<file path="config.mk">
export PLATFORM = sky130hd
export DESIGN_NAME = hp_cvtws_seq_flat
export DESIGN_NICKNAME = d
export VERILOG_FILES = /design/src/rtl/hp_cvtws_seq_if.sv /design/src/rtl/hp_cvtws_seq.sv /design/src/flat_wrapper.sv
export SDC_FILE = /design/constraint.sdc
export NUM_CORES = 1
export LEC_CHECK = 0
export BUFFER_PORTS_ARGS = -buffer_cell sky130_fd_sc_hd__buf_4
export CORE_MARGIN = 10
export CORE_UTILIZATION = 52
export CTS_CLUSTER_SIZE = 28
export DETAILED_ROUTE_END_ITERATION = 10
export PLACE_DENSITY = 0.7
export SLEW_MARGIN = 20
export SYNTH_ARGS = -nofsm -noshare
export SYNTH_HDL_FRONTEND = slang
export SYNTH_SLANG_ARGS = --single-unit
export TNS_END_PERCENT = 30
</file>
<file path="constraint.sdc">
create_clock -name clk -period 4.2 [get_ports clk]
set_clock_uncertainty 0.1 [all_clocks]
set_input_delay 0.63 -clock clk [delete_from_list [all_inputs] [get_ports clk]]
set_output_delay 0.63 -clock clk [all_outputs]
set_load 0.005 [all_outputs]
</file>
<file path="src/rtl/hp_cvtws_seq_if.sv">
// Handshake bundle for the bfloat16 -> signed integer converter.
// The master modport is the side that supplies operands and takes results.
// The slave modport is the converter itself.
interface hp_cvtws_seq_if #(
  parameter int INTn = 32,
  parameter int NEXP = 8,
  parameter int NSIG = 7
);
  logic                 in_valid;
  logic                 in_ready;
  logic [NEXP+NSIG:0]   in;
  logic                 out_valid;
  logic                 out_ready;
  logic [INTn-1:0]      out;
  logic                 inexact;
  logic                 invalid;

  modport master (
    output in_valid, in, out_ready,
    input  in_ready, out_valid, out, inexact, invalid
  );

  modport slave (
    input  in_valid, in, out_ready,
    output in_ready, out_valid, out, inexact, invalid
  );
endinterface

</file>
<file path="src/rtl/hp_cvtws_seq.sv">
// Sequential bfloat16 -> signed INTn converter with round-to-nearest-even.
// The magnitude is shifted one bit per cycle; only one conversion is in flight.
// Optional macro CVT_FLAG_ACCUM_EN adds sticky accumulated flags (flag_clr,
// acc_inexact, acc_invalid) that update on every result handshake.
module hp_cvtws_seq #(
  parameter int INTn = 32,
  parameter int NEXP = 8,
  parameter int NSIG = 7
) (
  input  logic clk,
  input  logic rst,
`ifdef CVT_FLAG_ACCUM_EN
  input  logic flag_clr,
  output logic acc_inexact,
  output logic acc_invalid,
`endif
  hp_cvtws_seq_if.slave bus
);

  localparam int FW   = NEXP + NSIG + 1;
  localparam int WW   = 2 * INTn;
  localparam int CW   = $clog2(WW);
  localparam int BIAS = (1 << (NEXP - 1)) - 1;

  localparam logic signed [NEXP+1:0] BIAS_S = (NEXP+2)'(BIAS);
  localparam logic signed [NEXP+1:0] LIM_S  = (NEXP+2)'(INTn - 1);
  localparam logic signed [NEXP+1:0] NSIG_S = (NEXP+2)'(NSIG);
  localparam logic signed [NEXP+1:0] NEG1_S = -(NEXP+2)'(1);

  localparam logic [2:0] IDLE     = 3'd0;
  localparam logic [2:0] CLASSIFY = 3'd1;
  localparam logic [2:0] SHIFT    = 3'd2;
  localparam logic [2:0] ROUND    = 3'd3;
  localparam logic [2:0] DONE     = 3'd4;

  // Round-to-nearest-even increment decision.
  function automatic logic round_up(input logic g, input logic s, input logic l);
    return g & (s | l);
  endfunction

  // Saturated result for an out-of-range or infinite operand of the given sign.
  function automatic logic [INTn-1:0] sat_val(input logic neg);
    return neg ? {1'b1, {(INTn-1){1'b0}}} : {1'b0, {(INTn-1){1'b1}}};
  endfunction

  // Two's-complement sign application at INTn bits.
  function automatic logic [INTn-1:0] apply_sign(input logic neg, input logic [INTn-1:0] mag);
    return neg ? -mag : mag;
  endfunction

  // Control state
  logic [2:0]      state;
  logic [CW-1:0]   cnt;
  logic            out_valid_r;
  logic [INTn-1:0] out_r;
  logic            inexact_r;
  logic            invalid_r;

  // Datapath state (no reset needed; always loaded before use)
  logic            sgn;
  logic [NEXP-1:0] exp_r;
  logic [NSIG-1:0] man_r;
  logic [WW-1:0]   work;
  logic            guard;
  logic            sticky;
  logic            shl;
  logic            is_fixed;
  logic [INTn-1:0] fixed_res;
  logic            fixed_inx;
  logic            fixed_inv;

  // Classification results for the captured operand
  logic signed [NEXP+1:0] e_unb;
  logic                   cls_fixed;
  logic [INTn-1:0]        cls_res;
  logic                   cls_inx;
  logic                   cls_inv;
  logic                   cls_shl;
  logic [CW-1:0]          cls_k;
  logic [INTn-1:0]        rnd_mag;

  assign e_unb   = $signed({2'b00, exp_r}) - BIAS_S;
  assign rnd_mag = work[INTn-1:0] + {{(INTn-1){1'b0}}, round_up(guard, sticky, work[0])};

  // Decode operand class, fixed results and shift direction/count.
  always_comb begin
    cls_fixed = 1'b0;
    cls_res   = '0;
    cls_inx   = 1'b0;
    cls_inv   = 1'b0;
    cls_shl   = 1'b0;
    cls_k     = '0;
    if (&exp_r) begin
      cls_fixed = 1'b1;
      cls_inv   = 1'b1;
      cls_res   = (man_r != '0) ? sat_val(1'b0) : sat_val(sgn);
    end else if ((e_unb >= LIM_S) && !(sgn && (e_unb == LIM_S) && (man_r == '0))) begin
      cls_fixed = 1'b1;
      cls_inv   = 1'b1;
      cls_res   = sat_val(sgn);
    end else if ((exp_r == '0) || (e_unb < NEG1_S)) begin
      cls_fixed = 1'b1;
      cls_inx   = (exp_r != '0) || (man_r != '0);
    end else if (e_unb >= NSIG_S) begin
      cls_shl = 1'b1;
      cls_k   = CW'(e_unb - NSIG_S);
    end else begin
      cls_k   = CW'(NSIG_S - e_unb);
    end
  end

  // Operand capture, classification latch and the one-bit-per-cycle shifter.
  always_ff @(posedge clk) begin
    case (state)
      IDLE: begin
        if (bus.in_valid) begin
          sgn    <= bus.in[FW-1];
          exp_r  <= bus.in[FW-2:NSIG];
          man_r  <= bus.in[NSIG-1:0];
          work   <= {{(WW-NSIG-1){1'b0}}, 1'b1, bus.in[NSIG-1:0]};
          guard  <= 1'b0;
          sticky <= 1'b0;
        end
      end
      CLASSIFY: begin
        is_fixed  <= cls_fixed;
        fixed_res <= cls_res;
        fixed_inx <= cls_inx;
        fixed_inv <= cls_inv;
        shl       <= cls_shl;
      end
      SHIFT: begin
        if (shl) begin
          work <= work << 1;
        end else begin
          sticky <= sticky | guard;
          guard  <= work[0];
          work   <= work >> 1;
        end
      end
      default: ;
    endcase
  end

  // Sequencing, shift counter and the registered result/flags.
  always_ff @(posedge clk) begin
    if (rst) begin
      state       <= IDLE;
      cnt         <= '0;
      out_valid_r <= 1'b0;
      out_r       <= '0;
      inexact_r   <= 1'b0;
      invalid_r   <= 1'b0;
    end else begin
      case (state)
        IDLE: begin
          if (bus.in_valid) state <= CLASSIFY;
        end
        CLASSIFY: begin
          cnt   <= cls_k;
          state <= (cls_fixed || (cls_k == '0)) ? ROUND : SHIFT;
        end
        SHIFT: begin
          cnt <= cnt - 1'b1;
          if (cnt == CW'(1)) state <= ROUND;
        end
        ROUND: begin
          out_valid_r <= 1'b1;
          if (is_fixed) begin
            out_r     <= fixed_res;
            inexact_r <= fixed_inx;
            invalid_r <= fixed_inv;
          end else begin
            out_r     <= apply_sign(sgn, rnd_mag);
            inexact_r <= guard | sticky;
            invalid_r <= 1'b0;
          end
          state <= DONE;
        end
        DONE: begin
          if (bus.out_ready) begin
            out_valid_r <= 1'b0;
            state       <= IDLE;
          end
        end
        default: state <= IDLE;
      endcase
    end
  end

  assign bus.in_ready  = (state == IDLE) & ~rst;
  assign bus.out_valid = out_valid_r;
  assign bus.out       = out_r;
  assign bus.inexact   = inexact_r;
  assign bus.invalid   = invalid_r;

`ifdef CVT_FLAG_ACCUM_EN
  logic hs;
  assign hs = out_valid_r & bus.out_ready;

  // Sticky flag accumulation; a handshake in the clearing cycle still records.
  always_ff @(posedge clk) begin
    if (rst) begin
      acc_inexact <= 1'b0;
      acc_invalid <= 1'b0;
    end else begin
      acc_inexact <= (acc_inexact & ~flag_clr) | (hs & inexact_r);
      acc_invalid <= (acc_invalid & ~flag_clr) | (hs & invalid_r);
    end
  end
`endif

endmodule

</file>
<file path="src/flat_wrapper.sv">
// flat-port wrapper written by rule: the top's interface ports become plain ports
module hp_cvtws_seq_flat 
#(
  parameter int INTn = 32,
  parameter int NEXP = 8,
  parameter int NSIG = 7
)
  (clk, rst, bus_in_valid, bus_in, bus_out_ready, bus_in_ready, bus_out_valid, bus_out, bus_inexact, bus_invalid);
  hp_cvtws_seq_if #(.INTn(INTn), .NEXP(NEXP), .NSIG(NSIG)) bus_i ();
  input  logic clk;
  input  logic rst;
  input wire logic [$bits(bus_i.in_valid)-1:0] bus_in_valid;
  input wire logic [$bits(bus_i.in)-1:0] bus_in;
  input wire logic [$bits(bus_i.out_ready)-1:0] bus_out_ready;
  output wire logic [$bits(bus_i.in_ready)-1:0] bus_in_ready;
  output wire logic [$bits(bus_i.out_valid)-1:0] bus_out_valid;
  output wire logic [$bits(bus_i.out)-1:0] bus_out;
  output wire logic [$bits(bus_i.inexact)-1:0] bus_inexact;
  output wire logic [$bits(bus_i.invalid)-1:0] bus_invalid;
  assign bus_i.in_valid = bus_in_valid;
  assign bus_i.in = bus_in;
  assign bus_i.out_ready = bus_out_ready;
  assign bus_in_ready = bus_i.in_ready;
  assign bus_out_valid = bus_i.out_valid;
  assign bus_out = bus_i.out;
  assign bus_inexact = bus_i.inexact;
  assign bus_invalid = bus_i.invalid;
  hp_cvtws_seq #(.INTn(INTn), .NEXP(NEXP), .NSIG(NSIG)) u_core (.clk(clk), .rst(rst), .bus(bus_i));
endmodule
</file>
==> results.sh <==
export IMPL_mostFrequentLayoutCell="nor2_1"
export IMPL_grt_pass1_wl_mm=31.32
export IMPL_synth_edf_count=88
export IMPL_vias=6426
export IMPL_synth_seq_cells=132
export IMPL_path_max_fanout=7
export IMPL_start_kind="flop"
export IMPL_critPathMaxStageDelay_ns=0.57
export IMPL_die_area_sq_um=20520
export IMPL_pwr_share_clk_pct=31.0
export IMPL_yosys_most_used_dff="edfxtp_1"
export IMPL_internal_power_uw=3120
export IMPL_rrSetupSlack_ns=0.37
export IMPL_antennaDiodeCount=0
export IMPL_hold_path_class="in -> reg"
export IMPL_ys_types=75
export IMPL_critPathKind="reg -> reg"
export IMPL_io_pins=56
export IMPL_clk_latency_ns=0.42
export IMPL_switching_share_pct=33.35
export IMPL_drive_gt1_share_pct=14.25
export IMPL_layout_nets=889
export IMPL_h_tree_depth=4
export IMPL_postCtsSetupRepairBufs=0
export IMPL_report_final_slew_viol_count=0
export IMPL_cp_end_kind="flop"
export IMPL_outcome="completed"
export IMPL_synth_area_per_cell_sq_um=9.515
export IMPL_syn_cell_area_sq_um=7898
export IMPL_dp_cells=1022
export IMPL_hpwl_mm=13.76
export IMPL_yosysSeqAreaShare_pct=44.61
export IMPL_io_buffers=55
export IMPL_drcViolationCount=0
export IMPL_cpMaxStageDelayCell="or4_1"
export IMPL_combinationalPowerShare_pct=26.5
export IMPL_min_period_over_period_pct=91.11
export IMPL_final_hold_viol_count=0
export IMPL_final_cells=1054
export IMPL_clock_path_buffers=2
export IMPL_syn_nets=862
export IMPL_synth_async_reset_ratio_pct=0
export IMPL_overflow=0
export IMPL_globalplace_congestion=0.9155
export IMPL_via_per_inst=6.097
export IMPL_setup_violations=0
export IMPL_clk_pin_slew_ns=0.06
export IMPL_r2r_end="u_core.state[0]"
export IMPL_slew_headroom_pct=30.94
export IMPL_tns_ns=0
export IMPL_dr_pass1_iters=5
export IMPL_clock_root_buffer="clkbuf_16"
export IMPL_leakage_uw=0.003500
export IMPL_synth_warnings=0
export IMPL_dieHeight_microns=143.2
export IMPL_crit_buf_inv=1
export IMPL_wl_mm=19.16
export IMPL_r2r_worst_path_cells=11
export IMPL_area_delta_synth_final_pct=13.97
export IMPL_pwr_share_seq_pct=42.5
export IMPL_drt_iter0_markers=467
export IMPL_path_delay_family="compound AO/OA/AOI/OAI gates"
export IMPL_max_freq_mhz=261.3
export IMPL_power_density_nw_per_um2=520.0
export IMPL_required_ns=4.43
export IMPL_synth_cells=830
export IMPL_critical_path_depth=11
export IMPL_grt_use_total_pct=18.94
export IMPL_post_drt_wl_per_cell_microns=18.18
export IMPL_min_period_ns=3.827
export IMPL_crit_arrival_ns=4.05
export IMPL_final_cell_mix="nor2_1 (125), edfxtp_1 (88), mux2i_1 (69)"
export IMPL_rows=44
export IMPL_hold_buffers=0
export IMPL_coreArea_sq_um=14700
export IMPL_path_cells="ha_1 > and3_1 > xnor2_1 > inv_1 > or4_1 > a31oi_1 > a21boi_0 > o32ai_1 > a21oi_1 > o211ai_1 > nor4b_1"
export IMPL_rsz0062_at_grt="no"
export IMPL_r2r_start="u_core.exp_r[0]"
export IMPL_start_util_pct=53.73
export IMPL_antenna_found_initial=0
export IMPL_cts_sinks=132
export IMPL_cts_tree="done"
export IMPL_final_cell_area_sq_um=9001
export IMPL_dpl_cell_area_sq_um=8389
export IMPL_crit_end="u_core.state[0]"
export IMPL_grt_max_degree=67
export IMPL_numCtsBuffers=17
export IMPL_cap_violations=0
export IMPL_switchingPower_uw=1561
export IMPL_grt_pass1_vias=6204
export IMPL_route_antenna_remaining_nets=0
export IMPL_ir_drop_mv=0.3343
export IMPL_worstMarginPinSlew_ns=1.036
export IMPL_die_w_microns=143.2
export IMPL_timing_hold_ws_ns=0.2779
export IMPL_startpoint="u_core.exp_r[0]"
-- cells by family (layout without fill, tap and decap cells) --
kind of cell | count (synthesis) | in the layout | share of synthesized area (%)
AO/OA/AOI/OAI | 164 | 164 | 13.96
adder cells (fa/ha/maj) | 12 | 12 | 1.901
flip-flops | 132 | 132 | 44.61
AND/OR/NAND/NOR | 305 | 305 | 19.20
XOR/XNOR | 66 | 66 | 7.319
buffers and inverters | 81 | 121 | 4.119
multiplexers | 70 | 70 | 8.888
-- metal layers --
metal | GRT usage, % | part of all wire [%] | wire length, microns
met4 | 5.965 | 1.8 | 350
met3 | 4.975 | 5.1 | 985
met2 | 30.06 | 47 | 9085
met1 | 24.74 | 46 | 8741
met5 | 0 | 0 | 0
-- cell usage after synthesis (14+ instances only) --
cell	n	area share, %
nor2_1	125	5.9
xor2_1	22	2.4
nand2_1	58	2.8
and3_1	16	1.3
xnor2_1	44	4.9
o21ai_0	43	2.7
dfxtp_1	44	11
inv_1	23	1.1
nand3_1	18	1.1
edfxtp_1	88	33
nor3_1	19	1.2
a21oi_1	38	2.4
buf_2	14	0.89
mux2i_1	69	8.7
clkbuf_1	37	1.8
-- area by class of cell --
type	count	area (sq um)
fill	1218	5698
multi-input combinational	617	4078
sequential	132	3523
clock buffer	27	560.5
timing repair buffer	65	488.0
tap	184	230.2
inverter	24	90.09
clock inverter	5	31.28
-- power by group through the flow --
stage / clock network (uW) / registers (uW) / logic [uW]
after floorplan: 0 / 1860 / 1010
after global placement: 0 / 1990 / 1190
after detailed placement: 0 / 2010 / 1220
after CTS: 1470 / 1990 / 1230
after global routing: 1530 / 2030 / 1380
final: 1450 / 1990 / 1240
-- metrics by stage --
| step | util, % | setup slack, ns | power [uW] |
|---|---|---|---|
| after global placement | 57.07 | 0.4325 | 3181 |
| after detailed placement | 57.07 | 0.2110 | 3234 |
| after global routing | 61.24 | 0.05692 | 4942 |
| after CTS | 61.10 | 0.1763 | 4694 |
| final | 61.24 | 0.3734 | 4681 |
| after floorplan | - | 0.6704 | 2872 |
-- repair_timing --
| item | in CTS | in global routing |
|---|---|---|
| hold endpoints to repair | 0 | 0 |
| setup endpoints to repair | 0 | 3 |
| gates resized for setup | 0 | 4 |
-- how the worst min path moves through the flow --
stage,start,endpoint,cells past startpoint
2_1_floorplan,u_core.bus.inexact,u_core.bus.inexact,2
3_3_place_gp,u_core.bus.inexact,u_core.bus.inexact,2
3_5_place_dp,u_core.bus.out[1],u_core.bus.out[1],2
4_1_cts,bus_in[15],u_core.sgn,1
5_1_grt,bus_in[7],u_core.exp_r[0],1
6_report,bus_in[15],u_core.sgn,1
-- flip-flops by register name, indices dropped and copies added, names as in the netlist --
signal / cells
u_core.bus.inexact: 1
u_core.bus.invalid: 1
u_core.bus.out: 32
u_core.bus.out_valid: 1
u_core.cnt: 6
u_core.exp_r: 8
u_core.fixed_inv: 1
u_core.fixed_inx: 1
u_core.fixed_res: 2
u_core.guard: 1
u_core.is_fixed: 1
u_core.man_r: 7
u_core.sgn: 1
u_core.shl: 1
u_core.state: 3
u_core.sticky: 1
u_core.work: 64
-- worst reg2reg max path: stages (launching register included) --
cell      delay [ns]
edfxtp_1        0.50
ha_1            0.30
and3_1          0.24
xnor2_1         0.38
inv_1           0.16
or4_1           0.57
a31oi_1         0.46
a21boi_0        0.17
o32ai_1         0.24
a21oi_1         0.15
o211ai_1        0.20
nor4b_1         0.25
Power figures use the tool's default switching activity.
